===== src/rtl/vga_scan_timer.sv =====
`default_nettype none
// ============================================================================
//  Module   : vga_scan_timer
//  Purpose  : VGA display-timing source. Derives a pixel enable from the
//             system clock, generates DrawX/DrawY scan coordinates for the
//             colour-mapping logic, samples its colour answer and drives
//             registered, mutually aligned VGA pins to the DAC.
//  Ports    : Clk            system clock (rising edge)
//             Reset_n        asynchronous active-low reset
//             Red_in/Green_in/Blue_in  colour for the current DrawX/DrawY
//             DrawX/DrawY    current scan coordinates (registered)
//             pixel_en       one-Clk strobe, pixel advances at this edge
//             frame_start    one-Clk pulse on the frame-wrap cycle
//             VGA_R/G/B      registered pixel colour
//             VGA_HS/VGA_VS  active-low syncs
//             VGA_BLANK_N    low outside the visible area
//             VGA_SYNC_N     tied low (no sync-on-green)
//  Revision : 1.0 - initial release
// ============================================================================
module vga_scan_timer #(
    parameter int CLK_DIV   = 2,
    parameter int H_VISIBLE = 640,
    parameter int H_FRONT   = 16,
    parameter int H_SYNC    = 96,
    parameter int H_BACK    = 48,
    parameter int V_VISIBLE = 480,
    parameter int V_FRONT   = 10,
    parameter int V_SYNC    = 2,
    parameter int V_BACK    = 33
) (
    input  logic       Clk,
    input  logic       Reset_n,
    input  logic [7:0] Red_in,
    input  logic [7:0] Green_in,
    input  logic [7:0] Blue_in,
    output logic [9:0] DrawX,
    output logic [9:0] DrawY,
    output logic       pixel_en,
    output logic       frame_start,
    output logic [7:0] VGA_R,
    output logic [7:0] VGA_G,
    output logic [7:0] VGA_B,
    output logic       VGA_HS,
    output logic       VGA_VS,
    output logic       VGA_BLANK_N,
    output logic       VGA_SYNC_N
);

    // ------------------------------------------------------------------
    // Derived constants
    // ------------------------------------------------------------------
    localparam int H_TOTAL = H_VISIBLE + H_FRONT + H_SYNC + H_BACK;
    localparam int V_TOTAL = V_VISIBLE + V_FRONT + V_SYNC + V_BACK;
    localparam int DIV_W   = (CLK_DIV > 1) ? $clog2(CLK_DIV) : 1;

    localparam logic [DIV_W-1:0] c_div_last = DIV_W'(CLK_DIV - 1);
    localparam logic [9:0]       c_h_last   = 10'(H_TOTAL - 1);
    localparam logic [9:0]       c_v_last   = 10'(V_TOTAL - 1);

    // Window bounds are 11 bits wide so a bound of exactly 1024 is
    // representable; counters are zero-extended before comparison.
    localparam logic [10:0] c_h_vis    = 11'(H_VISIBLE);
    localparam logic [10:0] c_hs_begin = 11'(H_VISIBLE + H_FRONT);
    localparam logic [10:0] c_hs_end   = 11'(H_VISIBLE + H_FRONT + H_SYNC);
    localparam logic [10:0] c_v_vis    = 11'(V_VISIBLE);
    localparam logic [10:0] c_vs_begin = 11'(V_VISIBLE + V_FRONT);
    localparam logic [10:0] c_vs_end   = 11'(V_VISIBLE + V_FRONT + V_SYNC);

    // ------------------------------------------------------------------
    // Elaboration-time sanity checks
    // ------------------------------------------------------------------
    generate
        if (H_TOTAL > 1024) begin : g_chk_h_total
            $error("vga_scan_timer: H_TOTAL exceeds 10-bit counter range");
        end
        if (V_TOTAL > 1024) begin : g_chk_v_total
            $error("vga_scan_timer: V_TOTAL exceeds 10-bit counter range");
        end
        if (CLK_DIV < 1) begin : g_chk_clk_div
            $error("vga_scan_timer: CLK_DIV must be at least 1");
        end
    endgenerate

    // ------------------------------------------------------------------
    // Pixel-rate divider
    // ------------------------------------------------------------------
    logic [DIV_W-1:0] div_q, div_d;
    logic             w_pix_en;

    always_comb begin
        div_d = div_q;
        if (div_q == c_div_last) begin
            div_d = '0;
        end else begin
            div_d = div_q + DIV_W'(1);
        end
    end

    generate
        if (CLK_DIV == 1) begin : g_div_one
            // Every clock is a pixel; the strobe is only low while reset is
            // held, so it tracks the reset pin directly.
            assign w_pix_en = Reset_n;
        end else begin : g_div_n
            assign w_pix_en = (div_q == c_div_last);
        end
    endgenerate

    // ------------------------------------------------------------------
    // Scan counters
    // ------------------------------------------------------------------
    logic [9:0] hc_q, hc_d;
    logic [9:0] vc_q, vc_d;
    logic       w_line_end;
    logic       w_frame_end;

    assign w_line_end  = (hc_q == c_h_last);
    assign w_frame_end = w_line_end && (vc_q == c_v_last);

    always_comb begin
        hc_d = hc_q;
        vc_d = vc_q;
        if (w_pix_en) begin
            if (w_line_end) begin
                hc_d = '0;
                // Vertical wraps on the same edge as horizontal at frame end.
                if (vc_q == c_v_last) begin
                    vc_d = '0;
                end else begin
                    vc_d = vc_q + 10'd1;
                end
            end else begin
                hc_d = hc_q + 10'd1;
            end
        end
    end

    // ------------------------------------------------------------------
    // Timing decode of the current scan position
    // ------------------------------------------------------------------
    logic [10:0] w_hc_ext;
    logic [10:0] w_vc_ext;
    logic        w_visible;
    logic        w_hs_raw;
    logic        w_vs_raw;

    assign w_hc_ext  = {1'b0, hc_q};
    assign w_vc_ext  = {1'b0, vc_q};
    assign w_visible = (w_hc_ext < c_h_vis) && (w_vc_ext < c_v_vis);
    assign w_hs_raw  = !((w_hc_ext >= c_hs_begin) && (w_hc_ext < c_hs_end));
    assign w_vs_raw  = !((w_vc_ext >= c_vs_begin) && (w_vc_ext < c_vs_end));

    // ------------------------------------------------------------------
    // Output stage: samples the pixel being left on each pixel edge, so all
    // VGA pins lag DrawX/DrawY by exactly one pixel and stay aligned.
    // ------------------------------------------------------------------
    logic       hs_q, hs_d;
    logic       vs_q, vs_d;
    logic       blank_n_q, blank_n_d;
    logic [7:0] r_q, r_d;
    logic [7:0] g_q, g_d;
    logic [7:0] b_q, b_d;

    always_comb begin
        hs_d      = hs_q;
        vs_d      = vs_q;
        blank_n_d = blank_n_q;
        r_d       = r_q;
        g_d       = g_q;
        b_d       = b_q;
        if (w_pix_en) begin
            hs_d      = w_hs_raw;
            vs_d      = w_vs_raw;
            blank_n_d = w_visible;
            r_d       = w_visible ? Red_in   : 8'h00;
            g_d       = w_visible ? Green_in : 8'h00;
            b_d       = w_visible ? Blue_in  : 8'h00;
        end
    end

    // ------------------------------------------------------------------
    // State registers
    // ------------------------------------------------------------------
    always_ff @(posedge Clk or negedge Reset_n) begin
        if (!Reset_n) begin
            div_q     <= '0;
            hc_q      <= '0;
            vc_q      <= '0;
            hs_q      <= 1'b1;
            vs_q      <= 1'b1;
            blank_n_q <= 1'b0;
            r_q       <= 8'h00;
            g_q       <= 8'h00;
            b_q       <= 8'h00;
        end else begin
            div_q     <= div_d;
            hc_q      <= hc_d;
            vc_q      <= vc_d;
            hs_q      <= hs_d;
            vs_q      <= vs_d;
            blank_n_q <= blank_n_d;
            r_q       <= r_d;
            g_q       <= g_d;
            b_q       <= b_d;
        end
    end

    // ------------------------------------------------------------------
    // Outputs
    // ------------------------------------------------------------------
    assign DrawX       = hc_q;
    assign DrawY       = vc_q;
    assign pixel_en    = w_pix_en;
    assign frame_start = w_pix_en && w_frame_end;
    assign VGA_R       = r_q;
    assign VGA_G       = g_q;
    assign VGA_B       = b_q;
    assign VGA_HS      = hs_q;
    assign VGA_VS      = vs_q;
    assign VGA_BLANK_N = blank_n_q;
    assign VGA_SYNC_N  = 1'b0;

endmodule
`default_nettype wire


===== config.mk =====
export PLATFORM = sky130hd
export DESIGN_NAME = vga_scan_timer
export DESIGN_NICKNAME = d
export VERILOG_FILES = /design/src/rtl/vga_scan_timer.sv
export SDC_FILE = /design/constraint.sdc
export NUM_CORES = 1
export LEC_CHECK = 0
export ABC_AREA = 0
export CORE_ASPECT_RATIO = 1.1
export CORE_UTILIZATION = 44
export CTS_CLUSTER_DIAMETER = 100
export DETAILED_ROUTE_END_ITERATION = 6
export GPL_ROUTABILITY_DRIVEN = 0
export PLACE_DENSITY = 0.88
export SETUP_SLACK_MARGIN = 0.02
export SLEW_MARGIN = 30
export SYNTH_ARGS = -nofsm -noshare
export SYNTH_HDL_FRONTEND = slang
export SYNTH_SLANG_ARGS = --single-unit

===== constraint.sdc =====
create_clock -name Clk -period 2.15 [get_ports Clk]
set_input_delay 0.3225 -clock Clk [delete_from_list [all_inputs] [get_ports Clk]]
set_output_delay 0.3225 -clock Clk [all_outputs]
set_load 0.005 [all_outputs]

==> results.toml, run 1 <==
[final_layout]
diodes = 0
area_growth_pct = 50.6
instances_no_fill = 333
drive_above_1_share = 0.152
fillers = 344
multi_input_area_um2 = 827
ff_latch_area_um2 = 1200
layout.nets = 307

[sta]
finalMaxSlewViolations = 0
final_hold_viol_count = 0
worst_clock_skew_ns = 0.00656
max_freq_ghz = 0.503
setup-tns-final_ns = 0
fin_ws_ns = 0.163
finalCritPeriodShare = 0.924
fin_crit_ns = 1.99
setup_viol_count_final = 0
rsz0062_at_grt = "false"

[synthesis]
yosysMostFrequentCell = "dfrtp_1"
synth_warnings = 0
yosysTopAreaCellShare = 0.548
synth_top_family_by_area = "simple AND/OR/NAND/NOR gates"
synth_top_flop_cell = "dfrtp_1"
synth_compound_area_frac = 0.139
yosys.area.top_type = "dfrtp_1"
syn_inst = 184
syn_nets = 214
synthAdderAreaFrac = 0.0238
syn-cell-area_um2 = 2100
synth_seq_cells = 48
synth-edff-count = 0
synth_mux_area_frac = 0.00477
syn_area_per_cell_um2 = 11.4
seq_area_frac_synth = 0.573
synth-xor-area-share = 0.0501
synth.area.top_cells = "dfrtp_1 (55%), a22o_1 (10%), xnor2_1 (2.9%)"
async_reset_ff_frac = 1.00
synth.distinct_cells = 38
synth_common_cells = "dfrtp_1 (46), a22o_1 (24), nand2_1 (14)"
synth-simple-area-share = 0.172

[clock_network]
clock_latency_ns = 0.30
root_buffer = "clkbuf_8"
cts_sinks = 48
tritoncts = "done"
cts.path.max_buffers = 2
path_clk_slew_ns = 0.09
numCtsBuffers = 5
cts_htree_levels = 2

[floorplanning]
dieArea_um2 = 5050
start_util = 0.454
die_h_um = 74.5
fp.dieW_um = 67.9
core.rowCount = 26
core_um2 = 4620
num_io_pins = 76

[placement]
portBuffers = 74
place_inst = 321
place_ws_ns = 0.153
dp_hpwl_um = 3900

[global_route]
grt_pass1_vias = 1832
grt_pass1_wl_um = 8400
grt_overflow_total = 0
grt_busiest_layer = "met2"
use_met3 = 0.0736
gr-usage-met2 = 0.384
antenna_found_initial = 0
grt_use_met1 = 0.277
grt_max_degree = 28
grt_use_total = 0.230

[critical_path]
r2r-start = "DrawX[6]"
cp-end-kind = "output port"
crit_buf_inv = 2
required_ns = 1.83
path_cells = "inv_1 -> ha_1 -> nor4bb_1 -> nand4_1 -> nor2_2 -> dlygate4sd2_1"
crit_type = "reg2out"
critical_path.slowest_cell = "dfrtp_1"
critPathMaxStageDelay_ns = 0.38
crit_family = "simple AND/OR/NAND/NOR gates"
cp.arrival_ns = 1.66
startpoint = "DrawY[1]"
worstPathMaxFanout = 3
startpoint_type = "flip-flop"

[detailed_routing]
wl_per_cell_um = 15.4
vias = 1804
drtAntennaViolNets = 0
viasPerCell = 5.42
drtPass1Iterations = 4
dr.first_iter.drc_count = 84
drc = 0
drt_wl_total_um = 5130

[power]
ir_drop_v = 0.000399
p_leak_nw = 1.41
cellPowerDensity_nw_per_um2 = 578

[job]
maxCapViolations = 0

[outcome]
status = "completed"

[hold_path]
hp-class = "in2async"
report_power, final:
group          switching, mW  internal, mW  leakage [nW]
clock network          0.294         0.457        0.0642
logic                 0.0427        0.0953         0.754
registers             0.0144         0.925         0.588
layout make-up:
cell class	instances	share of cell area
Clock buffer	5	0.0218
Clock inverter	2	0.0190
Inverter	6	0.00712
Multi-Input combinational cell	119	0.262
Sequential cell	48	0.381
Tap cell	56	0.0222
Timing Repair Buffer	97	0.288
sequential cells by signal, summed over array words and instances (netlist names):
signal and flops:
DrawY 10, VGA_HS 1, VGA_R 8, VGA_G 8
VGA_VS 1, VGA_B 8, pixel_en 1, VGA_BLANK_N 1
DrawX 10
metal layers:
| metal | share of wire | vias to the layer above |
|---|---|---|
| li1 | - | 841 |
| met3 | 0.080 | 8 |
| met5 | 0 | - |
| met4 | 0.014 | 0 |
| met2 | 0.50 | 72 |
| met1 | 0.40 | 883 |
metrics by stage:
stage,util,hold slack [ns],instance area [um^2],power [mW]
after floorplan,-,0.0269,2100,0.978
after global placement,0.647,0.300,2990,1.09
after detailed placement,0.647,0.312,2990,1.10
after CTS,0.683,0.500,3150,1.84
after global routing,0.684,0.531,3160,1.89
final,0.684,0.500,3160,1.83
logic make-up after synthesis:
family	after synthesis
and+or+nand+nor	62
AOI/OAI and AO/OA	39
muxes	1
other	1
DFF	48
buffers and inverters	17
adders and majority gates	4
xor gates and xnor gates	12
cell usage in the layout (no fill, tap or decap), types with 3 or more instances in the layout:
master	n
and3_2	4
dfrtp_1	46
nand4_1	6
a22o_1	24
xor2_1	5
nand2_1	14
nor2_1	10
clkdlybuf4s50_1	72
nor3_1	6
o21ai_0	6
inv_1	5
buf_4	22
ha_1	3
clkbuf_8	5
a21oi_1	5
xnor2_1	7
nand3_1	7
final timing paths:
path,end,slack (ns),cells past startpoint
max,frame_start,0.16,6
min,VGA_R[3],0.50,2
max reg2reg,DrawY[6],0.25,5
min reg2reg,VGA_HS,0.51,2
max in group asynchronous,VGA_HS,1.02,3
min in group Clk,VGA_HS,0.51,2
timing repair:
item / CTS / global route
hold buffers: 1 / 0
endpoints found under the setup margin: 1 / 1
setup buffers: 3 / 1
gates resized for setup: 3 / 0
pin swaps: 2 / 1
hold endpoints to repair: 19 / 0
(Power assumes the default switching activity.)
==> run 2: changes to the inputs <==
--- a/config.mk
+++ b/config.mk
@@ -9,6 +9,7 @@
 export CORE_ASPECT_RATIO = 1.1
 export CORE_UTILIZATION = 44
 export CTS_CLUSTER_DIAMETER = 100
+export CTS_CLUSTER_SIZE = 16
 export DETAILED_ROUTE_END_ITERATION = 6
 export GPL_ROUTABILITY_DRIVEN = 0
 export PLACE_DENSITY = 0.88
==> results of run 2 <==
Final layout, timing and power as in run 1 (identical DEF).
==> run 3: changes to the inputs <==
--- a/config.mk
+++ b/config.mk
@@ -6,13 +6,14 @@
 export NUM_CORES = 1
 export LEC_CHECK = 0
 export ABC_AREA = 0
+export CAP_MARGIN = 5
 export CORE_ASPECT_RATIO = 1.1
-export CORE_UTILIZATION = 44
+export CORE_UTILIZATION = 40
 export CTS_CLUSTER_DIAMETER = 100
 export CTS_CLUSTER_SIZE = 16
 export DETAILED_ROUTE_END_ITERATION = 6
 export GPL_ROUTABILITY_DRIVEN = 0
-export PLACE_DENSITY = 0.88
+export PLACE_DENSITY = 0.82
 export SETUP_SLACK_MARGIN = 0.02
 export SLEW_MARGIN = 30
 export SYNTH_ARGS = -nofsm -noshare
==> run 3 against run 2 <==
The flow now finishes with violations (design-rule violations). Via count down 1.4%. Non-clock buffer count down 2. Sequential power about the same. Count of clock-buffer cells in the layout up 2. Highest routed layer unchanged.
==> results.toml, run 3 (synthesized netlist as in run 1, its figures left out) <==
[clock_network]
cts_sinks = 48
numCtsBuffers = 5
clock_latency_ns = 0.29
cts.path.max_buffers = 2
path_clk_slew_ns = 0.08
root_buffer = "clkbuf_8"
tritoncts = "done"
cts_htree_levels = 2
holdBufCountCts = 0

[critical_path]
cp-end-kind = "flip-flop"
crit_buf_inv = 2
path_cells = "buf_4 -> buf_4 -> or4b_1 -> nor4_2 -> nand3_1 -> xnor2_1"
critical_path.slowest_cell = "or4b_1"
crit_top_cell = "buf_4"
crit_type = "reg2reg"
crit_family = "simple AND/OR/NAND/NOR gates"
required_ns = 2.32
worstPathMaxFanout = 6
startpoint_type = "flip-flop"
cp.arrival_ns = 2.26
critPathMaxStageDelay_ns = 0.57

[sta]
setup_viol_count_final = 0
rsz0062_at_grt = "false"
setup-tns-final_ns = 0
fin_crit_ns = 2.08
worst_clock_skew_ns = 0.00889
relSlewSlack = 0.388
worst_pin_slew_ns = 0.918
finalMaxSlewViolations = 0
finalCritPeriodShare = 0.970
fin_ws_ns = 0.0651
max_freq_ghz = 0.480
final_hold_viol_count = 0

[placement]
dp_hpwl_um = 3500
portBuffers = 74
place_ws_ns = 0.115
place_area_um2 = 2950

[power]
p_leak_nw = 1.37
cellPowerDensity_nw_per_um2 = 504
seqPwrFrac = 0.599
pwr-share-clk = 0.316
power.share.combinational = 0.085
p_int_mw = 1.24
switching_power_mw = 0.324
ir_drop_v = 0.000291
swShare = 0.207

[final_layout]
drive_above_1_share = 0.156
final_common_cell = "clkdlybuf4s50_1"
layout.nets = 305
final_area_um2 = 3110
area_growth_pct = 48.2
multi_input_area_um2 = 842
fillers = 440
ff_latch_area_um2 = 1210
final_cell_mix = "clkdlybuf4s50_1 (72), dfrtp_1 (44), a22o_1 (24), buf_4 (21), nand2_1 (14)"
diodes = 0

[detailed_routing]
vias = 1778
wl_per_cell_um = 15.3
drtPass1Iterations = 7
viasPerCell = 5.34
drtAntennaViolNets = 0
drc = 6
dr.first_iter.drc_count = 103
drt_wl_total_um = 5100

[hold_path]
hp-class = "in2async"

[floorplanning]
start_util = 0.417
core_um2 = 5030
dieArea_um2 = 5540
core.rowCount = 27
die_h_um = 78.0
num_io_pins = 76
fp.dieW_um = 71.1

[global_route]
grt_use_total = 0.194
grt_pass1_wl_um = 8450
grt_overflow_total = 0
grt_pass1_vias = 1770
grt_max_degree = 38
antenna_found_initial = 0

[outcome]
status = "finished with violations"
violations = "design-rule violations"

[job]
maxCapViolations = 0
run 3: cell count changes in the layout (fill, tap and decap cells not counted), sizes merged:
cell         previous run  this run
dlygate4sd3             1         0
buf                    23        22
clkbuf                  5         7
bufinv                  2         0
run 3: worst reg2reg max path, stage by stage, from the launching register on:
cell     delay (ns)
dfrtp_1        0.42
buf_4          0.15
buf_4          0.14
or4b_1         0.57
nor4_2         0.39
nand3_1        0.15
xnor2_1        0.15
run 3: cell type report:
cell class	count	share of cell area
Tap cell	58	0.0233
Sequential cell	48	0.388
Timing Repair Buffer	95	0.287
Clock buffer	7	0.0245
Multi-Input combinational cell	119	0.271
Inverter	6	0.00724
run 3: power groups by stage:
| stage | Sequential [mW] | Combinational, mW | Clock (mW) |
|---|---|---|---|
| floorplan | 0.957 | 0.0212 | 0 |
| global placement | 0.956 | 0.134 | 0 |
| CTS | 0.939 | 0.137 | 0.519 |
| detailed placement | 0.955 | 0.138 | 0 |
| finish | 0.939 | 0.134 | 0.495 |
| global route | 0.942 | 0.146 | 0.561 |
run 3: stage by stage:
stage                     power, mW  instances  hold slack [ns]  utilization
after floorplan               0.978        184           0.0269            -
after global placement         1.09        317            0.460        0.585
after detailed placement       1.09        317            0.463        0.585
after CTS                      1.60        332            0.138        0.615
after global routing           1.65        333            0.169        0.618
final                          1.57        333           0.0990        0.618
run 3: final timing paths:
path	end	start	cells past startpoint	slack, ns
setup reg to reg	DrawY[6]	DrawX[6]	6	0.07
max in group asynchronous	VGA_R[2]	Reset_n	2	1.43
hold / removal	DrawX[5]	Reset_n	1	0.1
hold reg to reg	VGA_BLANK_N	VGA_BLANK_N	1	0.49
min in group Clk	VGA_BLANK_N	VGA_BLANK_N	1	0.49
setup / recovery	DrawY[6]	DrawX[6]	6	0.07
run 3: timing repair:
action,CTS,global route
buffers inserted,8,1
pin swaps,3,2
gates resized for setup,6,2
endpoints found under the setup margin,1,1
run 3: layer usage:
metal  vias up  wire [um]  track usage
met2        79       2470        0.316
met3        11        326       0.0442
li1        842          -            -
met4         0        112       0.0800
met5         -          0            0
met1       846       2190        0.250
